## src/rtl/hall_call_if.sv

```systemverilog
// Board-side bundle for the hall call register: switch bank, commit buttons,
// controller clear masks and the pending-request outputs.
interface hall_call_if #(
  parameter int FLOORS = 8
);
  logic [2*FLOORS-1:0] sw;
  logic                btnu;
  logic                btnd;
  logic                btnc;
  logic [FLOORS-1:0]   clr_up;
  logic [FLOORS-1:0]   clr_down;
  logic [FLOORS-1:0]   clr_car;
  logic [FLOORS-1:0]   up;
  logic [FLOORS-1:0]   down;
  logic [FLOORS-1:0]   elevator_btn;
  logic                req_pulse;
  logic                pending;

  modport master (
    output sw, btnu, btnd, btnc, clr_up, clr_down, clr_car,
    input  up, down, elevator_btn, req_pulse, pending
  );

  modport slave (
    input  sw, btnu, btnd, btnc, clr_up, clr_down, clr_car,
    output up, down, elevator_btn, req_pulse, pending
  );
endinterface

```

## src/rtl/hall_call_register.sv

```systemverilog
// Per-floor hall/cabin request register: synchronised, debounced commit buttons
// OR the switch pattern into sticky request vectors cleared by the controller.
module hall_call_register #(
  parameter int FLOORS          = 8,
  parameter int DEBOUNCE_CYCLES = 4
) (
  input logic        clk,
  input logic        rst,
  hall_call_if.slave bus
);
  localparam int CW = $clog2(DEBOUNCE_CYCLES + 1);
  localparam logic [CW-1:0]     CNT_LAST  = CW'(DEBOUNCE_CYCLES - 1);
  localparam logic [CW-1:0]     CNT_ZERO  = {CW{1'b0}};
  localparam logic [CW-1:0]     CNT_ONE   = CW'(1);
  // No hall-up call from the top floor, no hall-down call from the ground floor.
  localparam logic [FLOORS-1:0] UP_MASK   = {1'b0, {(FLOORS-1){1'b1}}};
  localparam logic [FLOORS-1:0] DOWN_MASK = {{(FLOORS-1){1'b1}}, 1'b0};
  localparam logic [FLOORS-1:0] NO_FLOORS = {FLOORS{1'b0}};

  // Channel order: 0 = hall up, 1 = hall down, 2 = cabin.
  logic [2:0]        btn_s;
  logic [2:0]        s1_r;
  logic [2:0]        s2_r;
  logic [2:0]        stable_r;
  logic [2:0]        commit_s;
  logic [CW-1:0]     cnt_r [3];

  logic [FLOORS-1:0] hall_sw_s;
  logic [FLOORS-1:0] car_sw_s;
  logic [FLOORS-1:0] up_set_s;
  logic [FLOORS-1:0] down_set_s;
  logic [FLOORS-1:0] car_set_s;
  logic [FLOORS-1:0] up_nxt_s;
  logic [FLOORS-1:0] down_nxt_s;
  logic [FLOORS-1:0] car_nxt_s;
  logic              new_req_s;

  logic [FLOORS-1:0] up_r;
  logic [FLOORS-1:0] down_r;
  logic [FLOORS-1:0] car_r;
  logic              pulse_r;

  assign btn_s     = {bus.btnc, bus.btnd, bus.btnu};
  assign hall_sw_s = bus.sw[2*FLOORS-1:FLOORS];
  assign car_sw_s  = bus.sw[FLOORS-1:0];

  // Two-flop synchroniser for the asynchronous buttons.
  always_ff @(posedge clk or posedge rst) begin
    if (rst) begin
      s1_r <= 3'b000;
      s2_r <= 3'b000;
    end else begin
      s1_r <= btn_s;
      s2_r <= s1_r;
    end
  end

  // Debounce: a new level must persist DEBOUNCE_CYCLES edges; any bounce restarts.
  always_ff @(posedge clk or posedge rst) begin
    if (rst) begin
      stable_r <= 3'b000;
      for (int i = 0; i < 3; i++) begin
        cnt_r[i] <= CNT_ZERO;
      end
    end else begin
      for (int i = 0; i < 3; i++) begin
        if (s2_r[i] == stable_r[i]) begin
          cnt_r[i] <= CNT_ZERO;
        end else if (cnt_r[i] == CNT_LAST) begin
          stable_r[i] <= s2_r[i];
          cnt_r[i]    <= CNT_ZERO;
        end else begin
          cnt_r[i] <= cnt_r[i] + CNT_ONE;
        end
      end
    end
  end

  // Commit only on the edge where the debounced level rises.
  always_comb begin
    commit_s = 3'b000;
    for (int i = 0; i < 3; i++) begin
      commit_s[i] = (s2_r[i] != stable_r[i]) && (cnt_r[i] == CNT_LAST) && s2_r[i];
    end
  end

  // Set vectors, next request state (set beats clear) and new-request detect.
  always_comb begin
    up_set_s   = NO_FLOORS;
    down_set_s = NO_FLOORS;
    car_set_s  = NO_FLOORS;
    if (commit_s[0]) begin
      up_set_s = hall_sw_s & UP_MASK;
    end else begin
      up_set_s = NO_FLOORS;
    end
    if (commit_s[1]) begin
      down_set_s = hall_sw_s & DOWN_MASK;
    end else begin
      down_set_s = NO_FLOORS;
    end
    if (commit_s[2]) begin
      car_set_s = car_sw_s;
    end else begin
      car_set_s = NO_FLOORS;
    end
    up_nxt_s   = (up_r   & ~bus.clr_up)   | up_set_s;
    down_nxt_s = (down_r & ~bus.clr_down) | down_set_s;
    car_nxt_s  = (car_r  & ~bus.clr_car)  | car_set_s;
    new_req_s  = |((up_set_s & ~up_r) | (down_set_s & ~down_r) | (car_set_s & ~car_r));
  end

  // Request registers and the new-request strobe.
  always_ff @(posedge clk or posedge rst) begin
    if (rst) begin
      up_r    <= NO_FLOORS;
      down_r  <= NO_FLOORS;
      car_r   <= NO_FLOORS;
      pulse_r <= 1'b0;
    end else begin
      up_r    <= up_nxt_s;
      down_r  <= down_nxt_s;
      car_r   <= car_nxt_s;
      pulse_r <= new_req_s;
    end
  end

  assign bus.up           = up_r;
  assign bus.down         = down_r;
  assign bus.elevator_btn = car_r;
  assign bus.req_pulse    = pulse_r;
  assign bus.pending      = |{up_r, down_r, car_r};
endmodule

```

## src/flat_wrapper.sv

```systemverilog
// flat-port wrapper written by rule: the top's interface ports become plain ports
module hall_call_register_flat 
#(
  parameter int FLOORS          = 8,
  parameter int DEBOUNCE_CYCLES = 4
)
  (clk, rst, bus_sw, bus_btnu, bus_btnd, bus_btnc, bus_clr_up, bus_clr_down, bus_clr_car, bus_up, bus_down, bus_elevator_btn, bus_req_pulse, bus_pending);
  hall_call_if #(.FLOORS(FLOORS)) bus_i ();
  input logic clk;
  input logic rst;
  input wire logic [$bits(bus_i.sw)-1:0] bus_sw;
  input wire logic [$bits(bus_i.btnu)-1:0] bus_btnu;
  input wire logic [$bits(bus_i.btnd)-1:0] bus_btnd;
  input wire logic [$bits(bus_i.btnc)-1:0] bus_btnc;
  input wire logic [$bits(bus_i.clr_up)-1:0] bus_clr_up;
  input wire logic [$bits(bus_i.clr_down)-1:0] bus_clr_down;
  input wire logic [$bits(bus_i.clr_car)-1:0] bus_clr_car;
  output wire logic [$bits(bus_i.up)-1:0] bus_up;
  output wire logic [$bits(bus_i.down)-1:0] bus_down;
  output wire logic [$bits(bus_i.elevator_btn)-1:0] bus_elevator_btn;
  output wire logic [$bits(bus_i.req_pulse)-1:0] bus_req_pulse;
  output wire logic [$bits(bus_i.pending)-1:0] bus_pending;
  assign bus_i.sw = bus_sw;
  assign bus_i.btnu = bus_btnu;
  assign bus_i.btnd = bus_btnd;
  assign bus_i.btnc = bus_btnc;
  assign bus_i.clr_up = bus_clr_up;
  assign bus_i.clr_down = bus_clr_down;
  assign bus_i.clr_car = bus_clr_car;
  assign bus_up = bus_i.up;
  assign bus_down = bus_i.down;
  assign bus_elevator_btn = bus_i.elevator_btn;
  assign bus_req_pulse = bus_i.req_pulse;
  assign bus_pending = bus_i.pending;
  hall_call_register #(.FLOORS(FLOORS), .DEBOUNCE_CYCLES(DEBOUNCE_CYCLES)) u_core (.clk(clk), .rst(rst), .bus(bus_i));
endmodule
```

## config.mk

```make
export PLATFORM = sky130hd
export DESIGN_NAME = hall_call_register_flat
export DESIGN_NICKNAME = d
export VERILOG_FILES = /design/src/rtl/hall_call_if.sv /design/src/rtl/hall_call_register.sv /design/src/flat_wrapper.sv
export SDC_FILE = /design/constraint.sdc
export NUM_CORES = 1
export LEC_CHECK = 0
export BUFFER_PORTS_ARGS = -buffer_cell sky130_fd_sc_hd__buf_2
export CORE_MARGIN = 3
export CORE_UTILIZATION = 51
export DETAILED_ROUTE_END_ITERATION = 8
export PLACE_DENSITY = 0.84
export SYNTH_ARGS = -nofsm -noshare
export SYNTH_HDL_FRONTEND = slang
export SYNTH_SLANG_ARGS = --single-unit
export TNS_END_PERCENT = 20
```

## constraint.sdc

```tcl
create_clock -name clk -period 2.3 [get_ports clk]
set_input_delay 0.23 -clock clk [delete_from_list [all_inputs] [get_ports clk]]
set_output_delay 0.23 -clock clk [all_outputs]
set_load 0.01 [all_outputs]
```

## After elaboration in Yosys (flattened, before gate mapping)

Index checks and enable logic that the tools add are counted.

| operators by class | value |
|---|---|
| add/subtract/negate cells | 3 |
| equal/unequal tests | 9 |
| multiplexer cells | 9 |
| bitwise operators | 20 |
| reductions and logical operators | 11 |

Operators with widths:

| kind | count |
|---|---|
| $and 8x8->8 | 6 |
| $not 8->8 | 6 |
| $or 8x8->8 | 5 |
| $reduce_or 24->1 | 1 |
| $mux 3 | 6 |
| $mux 8 | 2 |
| $add 3x1->3 const B | 3 |
| $eq 3x2->1 const B | 3 |
| $reduce_or 8->1 | 1 |
| $mux 7 | 1 |
| $logic_and 1x1->1 | 6 |
| $reduce_and 2->1 | 3 |
| $eq 1x1->1 | 3 |
| $ne 1x1->1 | 3 |
| $not 1->1 | 3 |

| word-level totals | value |
|---|---|
| flip-flop bits (word level) | 43 |
| input port bits | 45 |
| logic and storage cells | 64 |

## Logic depth before layout (Yosys ltp)

| logic depth | value |
|---|---|
| depth after elaboration | 8 |
| gate-level depth with buffers | 6 |
| mapped depth without buffers | 5 |

## Worst setup path after synthesis

Ideal clock, no wire load.

| timing path | value |
|---|---|
| path type | reg-to-reg |
| start | register u_core.cnt_r[3] (netlist bit) |
| end | register u_core.pulse_r, in the netlist u_core.bus.req_pulse |
| arrival | 1.179 ns |
| slack | 0.989 ns |
| cell stages (with the launch flop) | 7 |
| buffers on the path | 1 |
| clock period less this slack | 1.311 ns |
| cell sequence | dfrtp_1 ha_1 nor2b_2 and3b_1 buf_2 o41ai_1 nand3b_1 |

| between the ends | value |
|---|---|
| longest elaborated chain between the ends | 8 |

RTL lines:

| element | line | RTL |
|---|---|---|
| start: declaration | hall_call_register.sv:26 | `logic [CW-1:0] cnt_r [3];` |
| start signal: indexed assignment | hall_call_register.sv:73 | `cnt_r[i] <= cnt_r[i] + CNT_ONE;` |
| $eq 3x2->1 | hall_call_register.sv:83 | `commit_s[i] = (s2_r[i] != stable_r[i]) && (cnt_r[i] == CNT_LAST) && s2_r[i];` |
| $logic_and 1x1->1 (2 in a row) | hall_call_register.sv:83 |  |
| $mux 8 | hall_call_register.sv:97 | `if (commit_s[1]) begin` |
| $and 8x8->8 | hall_call_register.sv:110 | `new_req_s = \|((up_set_s & ~up_r) \| (down_set_s & ~down_r) \| (car_set_s & ~car_r));` |
| $or 8x8->8 (2 in a row) | hall_call_register.sv:110 |  |
| $reduce_or 8->1 | hall_call_register.sv:110 |  |
| via u_core.new_req_s | hall_call_register.sv:36 | `logic new_req_s;` |
| end signal: assignment | hall_call_register.sv:124 | `pulse_r <= new_req_s;` |
| end: declaration | hall_call_register.sv:41 | `logic pulse_r;` |

The timed path passes the listed nets, and every way through them passes these cells.
A chain may end at the register's enable or synchronous reset.

## Worst setup path after layout

| timing path | value |
|---|---|
| start | register u_core.down_r[1], in the netlist u_core.bus.down[1] |
| end | output bus_pending |

| between the ends | value |
|---|---|
| longest elaborated chain between the ends | 1 |

RTL lines:

| element | line | RTL |
|---|---|---|
| start: declaration | hall_call_register.sv:39 | `logic [FLOORS-1:0] down_r;` |
| start signal: assignment | hall_call_register.sv:122 | `down_r <= down_nxt_s;` |
| $reduce_or 24->1 | hall_call_register.sv:132 | `assign bus.pending = \|{up_r, down_r, car_r};` |
| end: declaration | flat_wrapper.sv:22 | `output wire logic [$bits(bus_i.pending)-1:0] bus_pending;` |

No other way between the ends.

==> run_results.csv <==
group,metric,value,unit
synth,async_reset_ff_share,100,%
clock_network,cts_sinks,43,
timing,setup_viol,0,
critical_path,cp_top_family,"simple AND/OR/NAND/NOR gates",
synth,synth.area.top_cells,"dfrtp_1, o21ai_0, inv_1",
drt,vias,1464,
floorplan,num_rows,20,
drt,firstDrtPassIters,4,
clock_network,postCtsResizedCells,0,
clock_network,h-tree-depth,2,
power,powerDensity,754,mW/mm^2
final_layout,antenna-diode-count,0,
synth,yosys.area_share.simple,15.8,%
synth,avgSynthCellArea,10.8,sq um
placement,place.port_buffers,70,
run,max_cap_violations,0,
worst_hold_path,hold_class,"input pin to flip-flop",
power,leakage,1.17,nW
synth,synth_area,0.00178,sq mm
critical_path,crit_slowest_cell,"dfrtp_1",
drt,routedWlPerCell,13.4,um
timing,fin_crit,1820,ps
global_route,gr-total-overflow,0,
final_layout,design_area,0.00228,sq mm
timing,worstMarginPinSlew,360,ps
placement,hpwl,3140,um
power,peakVddDrop,0.584,mV
global_route,grt_max_degree,23,
timing,fin_skew,15.8,ps
floorplan,ioPinCount,71,
floorplan,core,0.00318,sq mm
clock_network,cts_buffers,5,
floorplan,die_height,65.0,um
synth,synth_top_cells_by_count,"dfrtp_1, inv_1, nand2_1, o21ai_0, nor4_1",
critical_path,worstSetupStartpointType,"flip-flop",
critical_path,worstPathRequired,2070,ps
timing,relSlewSlack,75.9,%
synth,yosysTopAreaCell,"dfrtp_1",
critical_path,cpPeakStageDelay,430,ps
placement,placed_area,0.00218,sq mm
synth,synth-compound-area-share,12.3,%
clock_network,cts-root-buf,"clkbuf_4",
floorplan,die_x,65.0,um
drt,drc,0,
timing,drv_slew,0,
global_route,antenna_found_initial,0,
critical_path,path_max_fanout,3,
synth,synth-edff-count,0,
critical_path,cp-end-kind,"output pin",
placement,place_congestion,0.791,
critical_path,cp.arrival,1590,ps
placement,dp_slack,869,ps
timing,fmax,548,MHz
floorplan,start_util,55.9,%
clock_network,ctsHoldBuffers,4,
synth,seq_area_frac_synth,60.5,%
drt,viasPerCell,5.05,
timing,hold_viol,0,
synth,syn_nets,213,
synth,netlist_instances,165,
timing,tns,0,ps
clock_network,clk_pin_slew,130,ps
synth,yosys_warnings,0,
global_route,grt_pass1_wl,6410,um
synth,ys.flop_type,"dfrtp_1",
synth,yosysUniqueCellTypes,25,
timing,rsz0062_at_grt,"false",
final_layout,layout-drive-gt1-share,34.6,%
synth,synth.most_common_cell,"dfrtp_1",
critical_path,path_buf_inv,1,
synth,synth_top_cell_area_share,60.5,%
final_layout,syn2layout_area_growth,28.3,%
drt,wirelength,3890,um
clock_network,worstSkewPairLatency,350,ps
synth,synth_xor_xnor_area_share,1.48,%
synth,muxShareOfSynthArea,1.90,%
critical_path,cp_cell_sequence,"nor4_1 > and4_1 > nand3_1 > buf_2",
timing,setup_ws,476,ps
clock_network,cts_tree,"built",
synth,synth-seq-cells,43,
floorplan,die_area,0.00423,sq mm
global_route,track_usage,20.2,%
timing,min_period_over_period,79.3,%
synth,synth_top_family_by_area,"simple AND/OR/NAND/NOR gates",
critical_path,crit_type,"flip-flop to output pin",
drt,drt-initial-drc-count,85,
clock_network,post_cts_buffers,0,
final_layout,fill_cells,260,
clock_network,cts_buffer_depth,2,
status,status,"finished, final reports clean",
global_route,first_global_vias,1462,
drt,ant_nets,0,
synth,synth_adder_area_share,2.11,%
final_layout,fin_nets,293,
==> layout make-up <==
cell class | count | area [sq um] | area share, %
Timing Repair Buffer | 76 | 405 | 17.8
Tap cell | 44 | 55.1 | 2.41
Multi-Input combinational cell | 95 | 597 | 26.2
Clock inverter | 3 | 20.0 | 0.878
Inverter | 24 | 90.1 | 3.95
Clock buffer | 5 | 37.5 | 1.65
Sequential cell | 43 | 1080 | 47.2
==> flip-flops by register name, summed over array words and instances, names as in the netlist <==
register and flops:
u_core.cnt_r 9, u_core.bus.down 8, u_core.bus.elevator_btn 8, u_core.bus.up 8
u_core.s1_r 3, u_core.s2_r 3, u_core.stable_r 3, u_core.bus.req_pulse 1
==> metal layers <==
| metal | vias to the layer above | wire length (um) | global-route usage [%] |
|---|---|---|---|
| met2 | 50 | 1830 | 33.0 |
| met3 | 7 | 262 | 5.55 |
| met1 | 683 | 1730 | 25.7 |
| met4 | 0 | 78 | 7.77 |
| met5 | - | 0 | 0 |
| li1 | 724 | - | - |
==> path summary, 6_finish.rpt <==
path | startpoint | end | slack [ps] | cells past startpoint
worst max-delay path | u_core.bus.down[1] | bus_pending | 480 | 4
worst min-delay path | bus_clr_up[7] | u_core.bus.up[7] | 20 | 2
worst max register to register | u_core.cnt_r[0] | u_core.bus.elevator_btn[1] | 910 | 5
worst min register to register | u_core.s1_r[1] | u_core.s2_r[1] | 360 | 0
max in group asynchronous | rst | u_core.bus.down[6] | 1410 | 4
min in group asynchronous | rst | u_core.cnt_r[0] | 320 | 3
==> report_power, final <==
part | switching (mW) | leakage, nW | internal, mW
clock | 0.244 | 0.0272 | 0.117
sequential | 0.0681 | 0.572 | 0.865
combinational | 0.207 | 0.570 | 0.218
total | 0.520 | 1.17 | 1.20
==> through the flow <==
stage | hold WS (ps) | cells | power, mW | utilization [%]
finish | 15.9 | 290 | 1.72 | 71.8
global route | 2.92 | 290 | 1.84 | 71.8
CTS | 3.03 | 290 | 1.73 | 71.8
detailed placement | 169 | 278 | 1.37 | 68.7
global placement | 164 | 278 | 1.36 | 68.7
floorplan | 261 | 165 | 1.21 | -
==> worst reg2reg max path, delay by kind of cell (launching register included) <==
kind | cells | cell delay (ps)
AO/OA/AOI/OAI | 1 | 90
adder cells (fa/ha/maj) | 1 | 210
flip-flops | 1 | 410
AND/OR/NAND/NOR | 3 | 570
==> cells by family after synthesis <==
group | count (synthesis)
AND/OR/NAND/NOR | 51
flip-flops | 43
AO/OA/AOI/OAI | 35
buffers and inverters | 27
XOR/XNOR | 3
multiplexers | 3
adder cells (fa/ha/maj) | 3
==> placed cells by master (no fill, tap or decap), drive strengths merged <==
cell	n
a221o	1
a22o	5
a22oi	4
a41oi	1
and2b	1
and3b	3
and4	1
buf	72
clkbuf	5
clkinv	2
clkinvlp	2
dfrtp	43
dlygate4sd3	4
ha	3
inv	23
mux2	3
nand2	22
nand3	1
nand3b	2
nor2	1
nor2b	7
nor3	3
nor3b	4
nor4	6
o21ai	22
o31ai	1
o41ai	1
xnor2	3
Note: power is estimated with default switching activity, not from simulation.
